File: config.mk
export PLATFORM = sky130hd
export DESIGN_NAME = add_sequencer
export DESIGN_NICKNAME = d
export VERILOG_FILES = /design/src/rtl/add_sequencer.sv
export SDC_FILE = /design/constraint.sdc
export NUM_CORES = 1
export LEC_CHECK = 0
export CAP_MARGIN = 20
export CORE_MARGIN = 5
export CORE_UTILIZATION = 47
export CTS_CLUSTER_DIAMETER = 200
export DETAILED_ROUTE_END_ITERATION = 8
export HOLD_SLACK_MARGIN = 0.08
export MAX_ROUTING_LAYER = met4
export PLACE_DENSITY = 0.76
export SLEW_MARGIN = 25
export SYNTH_ARGS = -nofsm -noshare
export SYNTH_HDL_FRONTEND = slang
export SYNTH_SLANG_ARGS = --single-unit
File: constraint.sdc
create_clock -name clk -period 2 [get_ports clk]
set_input_delay 0.3 -clock clk [delete_from_list [all_inputs] [get_ports clk]]
set_output_delay 0.3 -clock clk [all_outputs]
set_load 0.01 [all_outputs]
File: src/rtl/add_sequencer.sv
// add_sequencer: serial W-bit add (optionally subtract) built around one
// external combinational 4-bit adder (Adder4b). Operands are latched on
// acceptance, then one nibble per cycle is pushed through the adder, LSB
// nibble first, with the carry kept in a register between cycles.
//
// Optional feature: define SUB_EN to enable subtraction (op_sub selects
// a-b by inverting b and seeding the carry with 1). Without SUB_EN the
// block only adds and op_sub is ignored.
//
// Ports:
//   clk, reset            clock (rising edge), async active-high reset
//   start_valid/ready     request handshake; op_a, op_b, op_sub operands
//   add_a/b/cin           drive to the external Adder4b
//   add_s/cout            combinational result back from Adder4b
//   res_valid/ready       result handshake; result, carry_out, overflow
//   busy                  high while an operation is in RUN or DONE
module add_sequencer #(
  parameter int NIBBLES = 4
) (
  input  logic                   clk,
  input  logic                   reset,
  input  logic                   start_valid,
  output logic                   start_ready,
  input  logic [4*NIBBLES-1:0]   op_a,
  input  logic [4*NIBBLES-1:0]   op_b,
  input  logic                   op_sub,
  output logic [3:0]             add_a,
  output logic [3:0]             add_b,
  output logic                   add_cin,
  input  logic [3:0]             add_s,
  input  logic                   add_cout,
  output logic                   res_valid,
  input  logic                   res_ready,
  output logic [4*NIBBLES-1:0]   result,
  output logic                   carry_out,
  output logic                   overflow,
  output logic                   busy
);

  localparam int IDX_W = (NIBBLES > 1) ? $clog2(NIBBLES) : 1;
  localparam logic [IDX_W-1:0] LAST_IDX = IDX_W'(NIBBLES - 1);

  typedef enum logic [1:0] {IDLE = 2'd0, RUN = 2'd1, DONE = 2'd2} state_t;

  state_t                    state_q, state_d;
  logic [IDX_W-1:0]          idx_q, idx_d;
  logic                      carry_q, carry_d;
  logic [NIBBLES-1:0][3:0]   a_q, a_d;
  logic [NIBBLES-1:0][3:0]   b_q, b_d;
  logic [NIBBLES-1:0][3:0]   res_q, res_d;
  logic                      cout_q, cout_d;
  logic                      ovf_q, ovf_d;

  // Effective subtract and the b operand as it gets latched.
  logic                      eff_sub;
  logic [4*NIBBLES-1:0]      b_in;

`ifdef SUB_EN
  assign eff_sub = op_sub;
  assign b_in    = op_sub ? ~op_b : op_b;
`else
  logic unused_op_sub;
  assign unused_op_sub = op_sub;
  assign eff_sub       = 1'b0;
  assign b_in          = op_b;
`endif

  // State register
  always_ff @(posedge clk or posedge reset) begin
    if (reset) state_q <= IDLE;
    else       state_q <= state_d;
  end

  // Datapath registers
  always_ff @(posedge clk or posedge reset) begin
    if (reset) begin
      idx_q   <= '0;
      carry_q <= 1'b0;
      a_q     <= '0;
      b_q     <= '0;
      res_q   <= '0;
      cout_q  <= 1'b0;
      ovf_q   <= 1'b0;
    end else begin
      idx_q   <= idx_d;
      carry_q <= carry_d;
      a_q     <= a_d;
      b_q     <= b_d;
      res_q   <= res_d;
      cout_q  <= cout_d;
      ovf_q   <= ovf_d;
    end
  end

  // Next-state and datapath updates
  always_comb begin
    state_d = state_q;
    idx_d   = idx_q;
    carry_d = carry_q;
    a_d     = a_q;
    b_d     = b_q;
    res_d   = res_q;
    cout_d  = cout_q;
    ovf_d   = ovf_q;
    unique case (state_q)
      IDLE: begin
        if (start_valid) begin
          a_d     = op_a;
          b_d     = b_in;
          idx_d   = '0;
          carry_d = eff_sub;
          state_d = RUN;
        end
      end
      RUN: begin
        res_d[idx_q] = add_s;
        carry_d      = add_cout;
        idx_d        = idx_q + IDX_W'(1);
        if (idx_q == LAST_IDX) begin
          state_d = DONE;
          idx_d   = '0;
          cout_d  = add_cout;
          // Operand signs agree but the result sign (MSB of the last
          // nibble, being written now) differs.
          ovf_d   = (a_q[NIBBLES-1][3] == b_q[NIBBLES-1][3]) &&
                    (add_s[3] != a_q[NIBBLES-1][3]);
        end
      end
      DONE: begin
        if (res_ready) state_d = IDLE;
      end
      default: state_d = IDLE;
    endcase
  end

  // Outputs
  always_comb begin
    start_ready = (state_q == IDLE);
    res_valid   = (state_q == DONE);
    busy        = (state_q == RUN) || (state_q == DONE);
    add_a       = 4'h0;
    add_b       = 4'h0;
    add_cin     = 1'b0;
    if (state_q == RUN) begin
      add_a   = a_q[idx_q];
      add_b   = b_q[idx_q];
      add_cin = carry_q;
    end
  end

  assign result    = res_q;
  assign carry_out = cout_q;
  assign overflow  = ovf_q;

endmodule
Yosys cells after proc, flatten, opt, wreduce, memory -nomap -nowiden
Cells that the tools add are included.
{"block": "totals", "out_inout_bits": 30, "inputBits": 42, "wordCells": 56, "regBits": 55}
{"block": "classes", "n_eq_ne": 8, "muxes": 19, "reduce_logical": 9, "magnitude_cmp": 2, "add_sub_neg": 1}
{"cell": "2-to-1 mux 4 bit", "n": 5}
{"cell": "binary-select mux 4 bit (select 2 bit)", "n": 2}
{"cell": "bitwise mux 16 bit", "n": 1}
{"cell": "2-to-1 mux 2 bit", "n": 5}
{"cell": "demux 4 bit (select 2 bit)", "n": 1}
{"cell": "one-hot mux 2 bit (3 select lines)", "n": 1}
{"cell": "AND reduction 2 bit", "n": 3}
{"cell": "== test 2 bit (second input constant)", "n": 2}
{"cell": "inequality test 2 bit (second input constant)", "n": 2}
{"cell": "one-hot mux 2 bit (2 select lines)", "n": 1}
{"cell": "< comparator 2 x 3 -> 1 bit (second input constant)", "n": 1}
{"cell": "AND reduction 3 bit", "n": 1}
{"cell": "adder 2 x 1 -> 2 bit (second input constant)", "n": 1}
{"cell": "== test 2 x 1 -> 1 bit (second input constant)", "n": 1}
{"cell": "greater-or-equal comparator 2 x 1 -> 1 bit (second input constant)", "n": 1}
{"cell": "logical AND 1 bit", "n": 2}
{"cell": "logical NOT 2 bit", "n": 1}
{"cell": "2-to-1 mux 1 bit", "n": 2}
{"cell": "inequality test 2 x 1 -> 1 bit (second input constant)", "n": 1}
{"cell": "one-hot mux 1 bit (2 select lines)", "n": 1}
{"cell": "nonzero test 2 bit", "n": 1}
{"cell": "== test 1 bit", "n": 1}
{"cell": "logical OR 1 bit", "n": 1}
{"cell": "inequality test 1 bit", "n": 1}

Longest topological paths before layout
Gate-level depths: netlist of run 1.
{"block": "depth", "word_depth": 5, "depth_mapped": 6, "depth_no_buf": 5}

Worst setup path before layout of run 1
No wires, ideal clock.
{"block": "synth_timing", "path_type": "flip-flop to output port", "startpoint": "reg idx_q[0]", "endpoint": "out add_b[3]", "path_stages_with_launch": 4, "n_path_buf": 1, "required_time_ps": 1700, "slack_ps": 476, "arrival_ps": 1224, "cell_sequence": "dfrtp_1 buf_6 mux4_2 and2_1"}
{"block": "synth_between", "elab_chain_cells": 3}
{"item": "start: declaration", "line": "46", "source": "logic [IDX_W-1:0] idx_q, idx_d;"}
{"item": "start signal: assignment", "line": "85", "source": "idx_q <= idx_d;"}
{"item": "binary-select mux 4 bit (select 2 bit)", "line": "146", "source": "add_b = b_q[idx_q];"}
{"item": "2-to-1 mux 4 bit (not written as such)", "line": "146"}
{"item": "2-to-1 mux 4 bit", "line": "144", "source": "if (state_q == RUN) begin"}
{"item": "end: declaration", "line": "28", "source": "output logic [3:0] add_b,"}
No other way between the ends. The select of a mux whose other input is x is not followed.

Worst setup path after layout of run 1
{"block": "layout_timing", "startpoint": "reg idx_q[0]", "endpoint": "out add_a[3]"}
{"block": "layout_between", "elab_chain_cells": 3}
{"item": "binary-select mux 4 bit (select 2 bit)", "line": "145", "source": "add_a = a_q[idx_q];"}
{"item": "2-to-1 mux 4 bit (not written as such)", "line": "145"}
{"item": "2-to-1 mux 4 bit", "line": "144"}
{"item": "end: declaration", "line": "27", "source": "output logic [3:0] add_a,"}
No other way between the ends. The select of a mux whose other input is x is not followed.

==> results.md, run 1 <==
- Largest net degree at the start of global routing: 56
- Max-Cap Viols: 0
- CTS buffer count: 5
- Crit path DAT: 1.70 ns
- Synth unique cells: 19
- Worst-Skew Late Latency: 0.31 ns
- LEAKAGE: 1.50 nW
- Avg WL per Cell: 17.0 um
- First-pass GRT wire length: 8910 um
- Final ANT Viol Nets: 0
- Worst-Margin Slew: 0.394 ns
- P&R area growth vs syn: 40.2%
- Antenna violations before repair: 0
- Slew headroom: 73.4%
- R2R depth: 6
- CTS tree: yes
- CTS Buffer Depth: 2
- CTS root buffer: clkbuf_8
- Final min period: 2.00 ns
- # diodes: 0
- # IOs: 72
- Register-to-register setup slack: 0.16 ns
- Final hold viol count: 0
- Avg Cell Area, Syn: 15.2 um^2
- Slew Viols, Final: 0
- TritonRoute pass-1 iters: 4
- Fraction of layout cells with a size suffix above 1: 39.0%
- Routability cong.: 0.719
- Synthesized flop and latch total: 55
- Total number of H-tree levels: 2
- Reg-to-reg critical path endpoint: carry_out
- Tcrit/Tclk final: 99.9%
- Die ar.: 0.00680 mm^2
- Status: completed
- Post-synthesis sequential area ratio: 55.8%
- Nets: 296
- Hold crit path type: in -> async
- Detailed Route WL: 5360 um
- Crit path capture type: primary output
- Die height: 82.5 um
- I/O Buffers: 70
- RSZ-0062 raised after global routing: true
- DRC: 0
- Via-to-Cell Ratio: 5.03
- Placement Rows: 26
- Commonest non-fill, non-tap cell in the layout: clkdlybuf4s50_1
- Die X-Extent: 82.5 um
- Crit path kind: reg -> out
- Cell Area, Synth: 0.00247 mm^2
- Syn Nets: 212
- DPL Wire Length: 3810 um
- GRT Total Usage: 18.1%
- Power density over cell area: 1520 mW/mm^2
- CTS clk-pin slew, worst paths: 0.10 ns
- DRT iter0 DRCs: 83
- Finish-stage setup viols: 0
- Worst R2R Start: idx_q[0]
- Initial Utilization: 48.3%
- Sinks on Clock Net: 55
- Worst Path Required: 1.70 ns
- CP startpoint kind: flip-flop
- Layout fillers: 392
- Core ar.: 0.00511 mm^2
- Worst vdd rail ir drop: 0.000758 V
- Setup_tns: 0 ns
- Gr ovfl total: 0
- Via count of the first global-routing pass: 1753
- Most frequent cells in the layout: clkdlybuf4s50_1, dfrtp_1, mux2_2, mux4_2, buf_4
- Yosys warnings: 0
- Hold slack final: 0.344 ns
- Crit path max fanout: 4
- Final Skew: 0.00981 ns
- Fmax: 500 MHz
- Post-synthesis cell count: 162
- Routed vias: 1589
==> logic make-up after synthesis <==
group | after synthesis | share of synthesized area [%]
fa+ha+maj | 8 | 4.06
mux | 59 | 30.7
buf+inv | 14 | 3.04
flops | 55 | 55.8
simple gates | 19 | 4.11
compound gates | 7 | 2.28
==> what timing repair did <==
item	in CTS	in global routing
setup endpoints to repair	9	9
resized for setup	33	15
buffers inserted	5	4
cloned	0	0
hold endpoints to repair	0	0
pin swaps	2	4
hold buffers	0	0
==> power breakdown <==
group          total (mW)  switching [mW]  internal (mW)
Sequential           1.98           0.305           1.68
Combinational        2.54           0.921           1.62
Clock               0.728           0.362          0.367
==> final cells by class <==
cell class | count | area [um^2] | share of cell area, %
repair buffers | 84 | 837 | 24.2
clock inverters | 2 | 37.5 | 1.08
flip-flops and latches | 55 | 1380 | 39.8
well taps | 70 | 87.6 | 2.53
clock buffers | 5 | 68.8 | 1.99
multi-input cells | 93 | 1020 | 29.6
inverters | 7 | 26.3 | 0.759
==> metrics by stage <==
step                      instance area (um^2)  setup WS [ns]  utilization (%)  cells  power, mW
after floorplan                           2470          0.357                -    162       3.40
after global placement                    3320        -0.0343             64.9    303       4.42
after detailed placement                  3320        -0.0709             64.9    303       4.53
after CTS                                 3440         -0.117             67.4    315       5.26
after global routing                      3460        -0.0630             67.7    316       5.62
final                                     3460        0.00168             67.7    316       5.26
==> Yosys cell counts <==
library cell	number	area, um^2
dfrtp_1	55	1380
mux2_2	51	574
and2_1	9	56.3
ha_1	8	100
inv_1	7	26.3
mux4_2	7	158
nand2_1	6	22.5
a32o_1	3	30.0
buf_2	3	15.0
buf_6	2	22.5
nor2_1	2	7.51
o21ai_0	2	10.0
a21oi_1	1	5.00
and3b_1	1	8.76
buf_4	1	7.51
clkbuf_1	1	3.75
mux4_1	1	26.3
nand2b_1	1	6.26
o221a_2	1	11.3
==> how the worst max path moves through the flow <==
stage,startpoint,to,slack (ns)
2_1_floorplan,reset,a_q[0],0.36
3_3_place_gp,idx_q[0],add_b[3],-0.03
3_5_place_dp,idx_q[0],add_b[3],-0.07
4_1_cts,idx_q[0],add_b[0],-0.12
5_1_grt,idx_q[0],add_a[3],-0.06
6_report,idx_q[0],add_a[3],0.002
==> worst max-delay path, cell delays in order, from the launching register on <==
cell and delay [ns]:
dfrtp_2 0.46, buf_4 0.14, buf_4 0.13, mux4_2 0.40
and2_4 0.15, buf_6 0.11
==> sequential cells by signal, summed over array words and instances (netlist names) <==
name and count:
a_q 16, b_q 16, carry_out 1, carry_q 1, idx_q 2, overflow 1
result 16, state_q 2
==> routing by layer <==
metal  track usage [%]  up-vias  share of wire [%]
met1              22.1      790                 44
met4              6.31        0                1.2
li1                  -      745                  -
met3              4.45        6                5.5
met2              29.5       48                 49
met5                 -        -                  0
No activity file was read; power rests on OpenSTA's default activity.
==> run 2, diff against run 1 <==
CAP_MARGIN = default   (was 20)
HOLD_SLACK_MARGIN = 0.02   (was 0.08)
==> results of run 2 <==
Final layout, timing and power as in run 1 (identical DEF).
